==> src/rtl/coin_collector.sv <==
// Coin consumer: per-lane claim FSMs, per-player scoring, win detection.
// Optional build macro COIN_COMBO_EN adds per-player combo counters (2 pts/lane inside window).

module coin_lane #(
  parameter logic [9:0] COIN_X     = 10'd64,
  parameter logic [9:0] HIT_RADIUS = 10'd16
) (
  input  logic       clk,
  input  logic       rst_n,
  input  logic       eval,
  input  logic       coin,
  input  logic [9:0] player_left,
  input  logic [9:0] player_right,
  output logic       own_left,
  output logic       own_right,
  output logic       clear
);
  typedef enum logic [1:0] {IDLE, LIVE, CLAIM} lane_state_e;

  lane_state_e state_q, state_d;
  logic [10:0] dist_l, dist_r;
  logic        hit, take, left_wins;

  always_comb begin
    dist_l = (player_left >= COIN_X) ? ({1'b0, player_left} - {1'b0, COIN_X})
                                     : ({1'b0, COIN_X} - {1'b0, player_left});
    dist_r = (player_right >= COIN_X) ? ({1'b0, player_right} - {1'b0, COIN_X})
                                      : ({1'b0, COIN_X} - {1'b0, player_right});
    hit       = (dist_l < {1'b0, HIT_RADIUS}) || (dist_r < {1'b0, HIT_RADIUS});
    left_wins = (dist_l <= dist_r);
    // A coin that vanished this cycle cannot be collected.
    take      = eval && coin && hit && (state_q == LIVE);
    own_left  = take && left_wins;
    own_right = take && !left_wins;
  end

  always_comb begin
    state_d = state_q;
    case (state_q)
      IDLE:    if (coin) state_d = LIVE;
      LIVE:    if (take) state_d = CLAIM;
               else if (!coin) state_d = IDLE;
      CLAIM:   if (!coin) state_d = IDLE;
      default: state_d = IDLE;
    endcase
  end

  always_ff @(posedge clk or negedge rst_n) begin
    if (!rst_n) state_q <= IDLE;
    else        state_q <= state_d;
  end

  assign clear = (state_q == CLAIM);
endmodule

module coin_collector #(
  parameter logic [9:0] COIN_X0      = 10'd64,
  parameter logic [9:0] COIN_PITCH   = 10'd128,
  parameter logic [9:0] HIT_RADIUS   = 10'd16,
  parameter logic [7:0] WIN_SCORE    = 8'd20,
  parameter logic [7:0] COMBO_WINDOW = 8'd30
) (
  input  logic       clk,
  input  logic       rst_n,
  input  logic       tick,
  input  logic       restart,
  input  logic [9:0] player_left,
  input  logic [9:0] player_right,
  input  logic [3:0] coin_out,
  output logic [3:0] coin_clear,
  output logic [7:0] score_left,
  output logic [7:0] score_right,
  output logic [1:0] collect_pulse,
  output logic       game_over,
  output logic [1:0] winner
);
  localparam int NUM_LANES = 4;

  logic [NUM_LANES-1:0] own_l, own_r;
  logic                 eval;
  logic [7:0]           score_left_q, score_left_d, score_right_q, score_right_d;
  logic [1:0]           pulse_q, pulse_d, winner_q, winner_d;
  logic                 game_over_q, game_over_d;
  logic [2:0]           cnt_l, cnt_r;
  logic [3:0]           pts_l, pts_r;
  logic [8:0]           sum_l, sum_r;
  logic [7:0]           sat_l, sat_r;

  // Restart wins over tick; a finished game stops all scoring.
  assign eval = tick && !restart && !game_over_q;

  for (genvar i = 0; i < NUM_LANES; i++) begin : g_lane
    localparam logic [9:0] LANE_X = COIN_X0 + 10'(i) * COIN_PITCH;
    coin_lane #(.COIN_X(LANE_X), .HIT_RADIUS(HIT_RADIUS)) u_lane (
      .clk(clk), .rst_n(rst_n), .eval(eval), .coin(coin_out[i]),
      .player_left(player_left), .player_right(player_right),
      .own_left(own_l[i]), .own_right(own_r[i]), .clear(coin_clear[i])
    );
  end

  function automatic logic [2:0] popcnt(input logic [NUM_LANES-1:0] v);
    popcnt = '0;
    for (int k = 0; k < NUM_LANES; k++) popcnt = popcnt + {2'b00, v[k]};
  endfunction

`ifdef COIN_COMBO_EN
  logic [7:0] since_l_q, since_l_d, since_r_q, since_r_d;

  always_comb begin
    since_l_d = since_l_q;
    since_r_d = since_r_q;
    if (restart) begin
      since_l_d = COMBO_WINDOW;
      since_r_d = COMBO_WINDOW;
    end else if (tick) begin
      if (|own_l) since_l_d = 8'd0;
      else if (since_l_q < COMBO_WINDOW) since_l_d = since_l_q + 8'd1;
      if (|own_r) since_r_d = 8'd0;
      else if (since_r_q < COMBO_WINDOW) since_r_d = since_r_q + 8'd1;
    end
  end

  always_ff @(posedge clk or negedge rst_n) begin
    if (!rst_n) begin
      since_l_q <= COMBO_WINDOW;
      since_r_q <= COMBO_WINDOW;
    end else begin
      since_l_q <= since_l_d;
      since_r_q <= since_r_d;
    end
  end
`endif

  always_comb begin
    cnt_l = popcnt(own_l);
    cnt_r = popcnt(own_r);
`ifdef COIN_COMBO_EN
    pts_l = (since_l_q < COMBO_WINDOW) ? {cnt_l, 1'b0} : {1'b0, cnt_l};
    pts_r = (since_r_q < COMBO_WINDOW) ? {cnt_r, 1'b0} : {1'b0, cnt_r};
`else
    pts_l = {1'b0, cnt_l};
    pts_r = {1'b0, cnt_r};
`endif
    sum_l = {1'b0, score_left_q} + {5'b0, pts_l};
    sum_r = {1'b0, score_right_q} + {5'b0, pts_r};
    sat_l = sum_l[8] ? 8'hFF : sum_l[7:0];
    sat_r = sum_r[8] ? 8'hFF : sum_r[7:0];

    score_left_d  = score_left_q;
    score_right_d = score_right_q;
    game_over_d   = game_over_q;
    winner_d      = winner_q;
    pulse_d       = 2'b00;
    if (restart) begin
      score_left_d  = 8'd0;
      score_right_d = 8'd0;
      game_over_d   = 1'b0;
      winner_d      = 2'b00;
    end else if (eval) begin
      score_left_d  = sat_l;
      score_right_d = sat_r;
      pulse_d       = {|own_r, |own_l};
      if (sat_l >= WIN_SCORE || sat_r >= WIN_SCORE) begin
        game_over_d = 1'b1;
        winner_d    = {sat_r >= WIN_SCORE, sat_l >= WIN_SCORE};
      end
    end
  end

  always_ff @(posedge clk or negedge rst_n) begin
    if (!rst_n) begin
      score_left_q  <= 8'd0;
      score_right_q <= 8'd0;
      pulse_q       <= 2'b00;
      game_over_q   <= 1'b0;
      winner_q      <= 2'b00;
    end else begin
      score_left_q  <= score_left_d;
      score_right_q <= score_right_d;
      pulse_q       <= pulse_d;
      game_over_q   <= game_over_d;
      winner_q      <= winner_d;
    end
  end

  assign score_left    = score_left_q;
  assign score_right   = score_right_q;
  assign collect_pulse = pulse_q;
  assign game_over     = game_over_q;
  assign winner        = winner_q;
endmodule
==> config.mk <==
export PLATFORM = sky130hd
export DESIGN_NAME = coin_collector
export DESIGN_NICKNAME = d
export VERILOG_FILES = /design/src/rtl/coin_collector.sv
export SDC_FILE = /design/constraint.sdc
export NUM_CORES = 1
export LEC_CHECK = 0
export CAP_MARGIN = 20
export CORE_MARGIN = 2
export CORE_UTILIZATION = 40
export CTS_BUF_LIST = sky130_fd_sc_hd__clkbuf_8 sky130_fd_sc_hd__clkbuf_16
export DETAILED_ROUTE_END_ITERATION = 8
export GPL_ROUTABILITY_DRIVEN = 0
export MAX_ROUTING_LAYER = met4
export PLACE_DENSITY_LB_ADDON = 0.12
export SLEW_MARGIN = 20
export SYNTH_ARGS = -nofsm -noshare
export SYNTH_HDL_FRONTEND = slang
export SYNTH_SLANG_ARGS = --single-unit
==> constraint.sdc <==
create_clock -name clk -period 5.1 [get_ports clk]
set_clock_uncertainty 0.05 [all_clocks]
set_input_delay 1.02 -clock clk [delete_from_list [all_inputs] [get_ports clk]]
set_output_delay 1.02 -clock clk [all_outputs]
set_load 0.01 [all_outputs]
# Word level (Yosys, flattened, before mapping)
# Index checks and enable logic that the tools add are counted.
# op_classes
addsub	24
order_cmp	22
n_mux	38
eq_ne	12
reduce_logical	42
# ops
cell	n
$lt A11 B5 Y1 const B	8
$mux W11	8
$mux W8	6
$le A11 B11 Y1	4
$sub A10 B9 Y11 const B	4
$sub A9 B10 Y11 const A	4
$ge A10 B9 Y1 const B	4
$mux W2	17
$pmux W2 S3	4
$logic_and A1 B1 Y1	22
$sub A10 B7 Y11 const B	2
$sub A10 B8 Y11 const B	2
$sub A7 B10 Y11 const A	2
$sub A8 B10 Y11 const A	2
$ge A10 B7 Y1 const B	2
$ge A10 B8 Y1 const B	2
$add A8 B3 Y9	2
$ge A8 B5 Y1 const B	2
$eq A2 B1 Y1 const B	4
$eq A2 B2 Y1 const B	4
$logic_not A2 Y1	4
$ne A2 B2 Y1 const B	4
$reduce_or A4 Y1	2
$add A2 B1 Y3	2
other kinds (7)	21
# totals
elab_cells	147
in_bits	28
regBits	29
out_inout_bits	25

# Logic depth before layout (Yosys ltp)
# logic_depth
word_depth	17
ltp_mapped	25
mapped_depth_nobuf	24

# Modules after synthesis
# Synthesis repeated with hierarchy kept, for this count alone.
# hier_totals
hier_cells	768
hier_area_um2	5988.2
# modules_own_cells
mod	seq_area_each_um2	cells_per_inst	instances	area_per_inst_um2
coin_collector	525.5	153	1	1380.1
coin_lane at g_lane[2].u_lane	50.0	166	1	1311.3
coin_lane at g_lane[3].u_lane	50.0	160	1	1131.1
coin_lane at g_lane[1].u_lane	50.0	156	1	1112.3
coin_lane at g_lane[0].u_lane	50.0	133	1	1053.5

# Worst setup path after synthesis
# No wires, ideal clock.
# synth_path
path_type	input to register
startpoint	in player_right[1]
endpoint	reg game_over_q, in the netlist game_over
setup_time_ns	0.132
path_stages	22
slack_ns	-1.510
required_time_ns	4.918
t_arrival_ns	6.428
n_path_buf	2
cell_sequence	clkbuf_1 -> inv_1 -> ha_1 -> or3b_2 -> clkbuf_1 -> a21oi_1 -> a2111oi_0 -> a21oi_1 -> or3b_2 -> ha_1 -> o211ai_1 -> o21a_1 -> nor4_2 -> fa_1 -> fa_1 -> fa_1 -> and3_1 -> a31o_2 -> a2111oi_0 -> o211ai_1 -> a21oi_1 -> nor2_1
# synth_via
elab_chain_cells	16
word_cells_on_any_way	63
cone_classes	16 x add/sub; 14 x order compare; 6 x mux; 27 x reduce/logical
# synth_rtl
element	line_no	rtl
start, declared	68	input logic [9:0] player_right,
$sub A7 B10 Y11, or another cell as far along	28	: ({1'b0, COIN_X} - {1'b0, player_right});
$mux W11	27	dist_r = (player_right >= COIN_X) ? ({1'b0, player_right} - {1'b0, COIN_X})
$lt A11 B5 Y1	29	hit = (dist_l < {1'b0, HIT_RADIUS}) || (dist_r < {1'b0, HIT_RADIUS});
$logic_or A1 B1 Y1	29	
$logic_and A1 B1 Y1 (2 in a row)	32	take = eval && coin && hit && (state_q == LIVE);
$logic_and A1 B1 Y1, on equally long branches	33, 34	
$add A1 B1 Y2	103	for (int k = 0; k < NUM_LANES; k++) popcnt = popcnt + {2'b00, v[k]};
$add A2 B1 Y3	103	
$add A3 B1 Y3	103	
$add A8 B3 Y9, on equally long branches	144, 145	
$mux W8, on equally long branches	146, 147	
$ge A8 B5 Y1	163	if (sat_l >= WIN_SCORE || sat_r >= WIN_SCORE) begin
$logic_or A1 B1 Y1 *	163	
$reduce_bool A2 Y1 (no line) *	-	
$reduce_and A2 Y1 (no line) *	-	
end signal, assigned	181	game_over_q <= game_over_d;
end, declared	83	logic game_over_q, game_over_d;
# Every way passes the cells marked *; elsewhere a longest branch is shown, timed or not.
# A chain may end at the register's enable or synchronous reset.

# Final worst setup path
# layout_path
startpoint	in player_right[0]
endpoint	reg game_over_q, in the netlist game_over
# The elaborated chain is that of the path after synthesis.

==> impl_metrics.ini <==
[global_routing]
grt_max_degree = 30
grt_pass1_vias = 6682
grt_pass1_wl_um = 33100
grt_usage_pct = 29.3
antenna_found_initial = 0
gr-total-overflow = 0

[placement]
io_buffer_count = 52
post-place-cells = 1111
dpl.hpwl_um = 15900
post-place-ws_ps = -1590

[logic_synthesis]
synth_edf_count = 0
synth_compound_area_share_pct = 27.4
async_reset_ff_share_pct = 100
ys_seq_elements = 29
synth_fp_nets = 810
synth_top_family_by_area = simple AND/OR/NAND/NOR gates
ys_dominant_reg_cell = dfrtp_1
synth_fa_ha_area_share_pct = 14.9
yosys_warnings = 0
synthTopCellsByArea = dfrtp_1 14%, ha_1 13%, nor2_1 5.8%
synth_area_leader_cell = dfrtp_1
synth_cell_type_count = 83
synth.cell_area_um2 = 5350
synth.top_cell.area_share_pct = 13.6
syn_area_per_cell_um2 = 7.41
ys_seq_area_share_pct = 13.6
yosys-mux-area-fraction_pct = 2.66
yosys.area_share.xor_xnor_pct = 7.04
syn_inst = 722
synth-simple-area-share_pct = 28.3

[layout]
fin_cells = 1153
area_growth_pct = 59.1
finalNetCount = 1066
fillerInstances = 1144
final_common_cell = buf_4
diodes = 0
drive_gt1_share_pct = 39.6
most-common-layout-cells = 224 x buf_4, 73 x nor2_1, 61 x nand2_1

[critical_path]
crit_slowest_cell = or4_4
critPathMaxStageDelay_ps = 580
cp_max_fo = 5
worstSetupEndpoint = game_over
end_kind = flop
crit_family = compound AO/OA/AOI/OAI gates
crit_arrival_ps = 5870
reg2reg_slack_ps = 590
critPathBufInv = 4
worst-setup-path-type = in2reg
worstSetupPathDepth = 21
r2r-end = game_over
startpoint = player_right[0]
crit_path_cell_trace = buf_8 > or4_4 > buf_12 > o211ai_1 > a21oi_2 > a21oi_2 > ha_1 > o21a_1 > o211ai_1 > o21ai_1 > a211oi_2 > fa_1 > fa_2 > fa_2 > inv_2 > a21oi_4 > a2111oi_4 > buf_4 > o211ai_1 > a21oi_1 > nor2_1
rr_worst_depth = 16
start_kind = input port
cp.required_ps = 5210
reg2reg_from = game_over
cpMostUsedCell = o211ai_1

[die]
rows = 42
core-area_um2 = 13100
io_pins = 53
dieArea_um2 = 14300
fp.dieH_um = 120
die_w_um = 120
start_util_pct = 40.7

[timing]
rsz0062_at_grt = true
max_freq_mhz = 174
post-route-period-util_pct = 113
fin_setup_tns_ps = -7140
relSlewSlack_pct = 59.6
setup_slack_ps = -661
hold_viol = 0
hold_slack_ps = 479
min_period_ps = 5760
worst_pin_slew_ps = 607
drv_slew = 0
finalSetupViolCount = 19

[outcome]
violations = negative setup slack
status = finished, violations left

[drt]
ant_nets = 0
via_per_inst = 5.75
drc_errors = 0
dr.pass1.iters = 5
wl_per_cell_um = 17.9
vias = 6626
totalWireLength_um = 20700
drt_iter0_drc = 395

[clocking]
clockRootBuffer = clkbuf_16
holdBufCountCts = 0
h-tree-depth = 2
cts.sinks = 29
clk_pin_slew_ps = 50
cts_inserted_buffers = 5
clk_latency_ps = 280
cts_max_path_buffers = 2
tritoncts = done

[run]
cap_violations = 0

[hold_path]
hold_class = reg2reg

[power_and_ir_drop]
powerDensity_nw_per_um2 = 142
max-vdd-ir-drop_mv = 0.224
p_leak_nw = 3.72
cells by family after synthesis:
logic type	count (synthesis)
AOI/OAI and AO/OA	206
xor gates and xnor gates	43
adders and majority gates	60
buffers and inverters	76
DFF	29
muxes	14
and+or+nand+nor	294
power by group:
group	leakage (nW)	switching, W	internal [W]
clock network	0.0655	0.0000949	0.000173
registers	0.393	0.00000536	0.000235
logic	3.26	0.000354	0.000343
how the worst min path moves through the flow:
stage,startpoint,end,slack (ps),depth (start not counted)
2_1_floorplan,g_lane[3].u_lane.state_q[1],g_lane[3].u_lane.state_q[0],390,1
3_3_place_gp,g_lane[3].u_lane.state_q[1],g_lane[3].u_lane.state_q[0],410,1
3_5_place_dp,g_lane[3].u_lane.state_q[1],g_lane[3].u_lane.state_q[0],450,1
4_1_cts,g_lane[3].u_lane.state_q[1],g_lane[3].u_lane.state_q[0],450,1
5_1_grt,winner[1],winner[1],530,2
6_report,g_lane[3].u_lane.state_q[1],g_lane[3].u_lane.state_q[0],480,1
cell type report:
cell class / count / area [um2] / area share (%)
inverters: 28 / 110 / 1.29
repair buffers: 297 / 2410 / 28.3
clock buffers: 5 / 125 / 1.47
multi-input cells: 617 / 4920 / 57.8
clock inverters: 1 / 5.00 / 0.0588
flip-flops and latches: 29 / 726 / 8.52
well taps: 176 / 220 / 2.59
flip-flops by register name (all words and copies together) (netlist names):
name / cells
collect_pulse: 2
g_lane.u_lane.state_q: 8
score_right: 8
score_left: 8
game_over: 1
winner: 2
stage by stage:
| step | cell area [um2] | total power [W] | util (%) |
|---|---|---|---|
| floorplan | 5650 | 0.000577 | - |
| global placement | 7650 | 0.000819 | 58.3 |
| detailed placement | 7650 | 0.000832 | 58.3 |
| CTS | 8270 | 0.00116 | 63.0 |
| global route | 8510 | 0.00128 | 64.8 |
| finish | 8510 | 0.00121 | 64.8 |
cell usage after synthesis, types with 4 or more instances:
library cell / instances
a2111oi_0: 8
a211o_1: 5
a211oi_1: 16
a21o_1: 7
a21oi_1: 43
a31o_2: 4
a31oi_1: 11
and3_1: 10
buf_1: 4
buf_2: 11
buf_4: 4
clkbuf_1: 27
dfrtp_1: 29
fa_1: 6
ha_1: 54
inv_1: 27
mux2i_1: 12
nand2_1: 64
nand2b_1: 10
nand3_1: 20
nand4_1: 13
nor2_1: 82
nor2b_1: 20
nor3_1: 24
nor3b_1: 4
nor4_1: 7
o211ai_1: 8
o21a_1: 13
o21ai_0: 35
o21bai_1: 5
or3_1: 5
xnor2_1: 32
xor2_1: 11
metal layers:
layer / part of all wire (%) / wire length [um] / vias to the layer above / global-route usage, %
li1: - / - / 3178 / -
met1: 43 / 8830 / 3199 / 36.1
met2: 49 / 10200 / 211 / 49.9
met3: 5.3 / 1100 / 38 / 3.75
met4: 2.8 / 582 / 0 / 9.41
met5: 0 / 0 / - / -
what timing repair did:
| item | in CTS | in global routing |
|---|---|---|
| pin swaps | 55 | 40 |
| gates resized for setup | 147 | 44 |
| cloned | 0 | 0 |
| setup endpoints to repair | 19 | 19 |
| buffers inserted | 31 | 6 |
(Power assumes the default switching activity.)
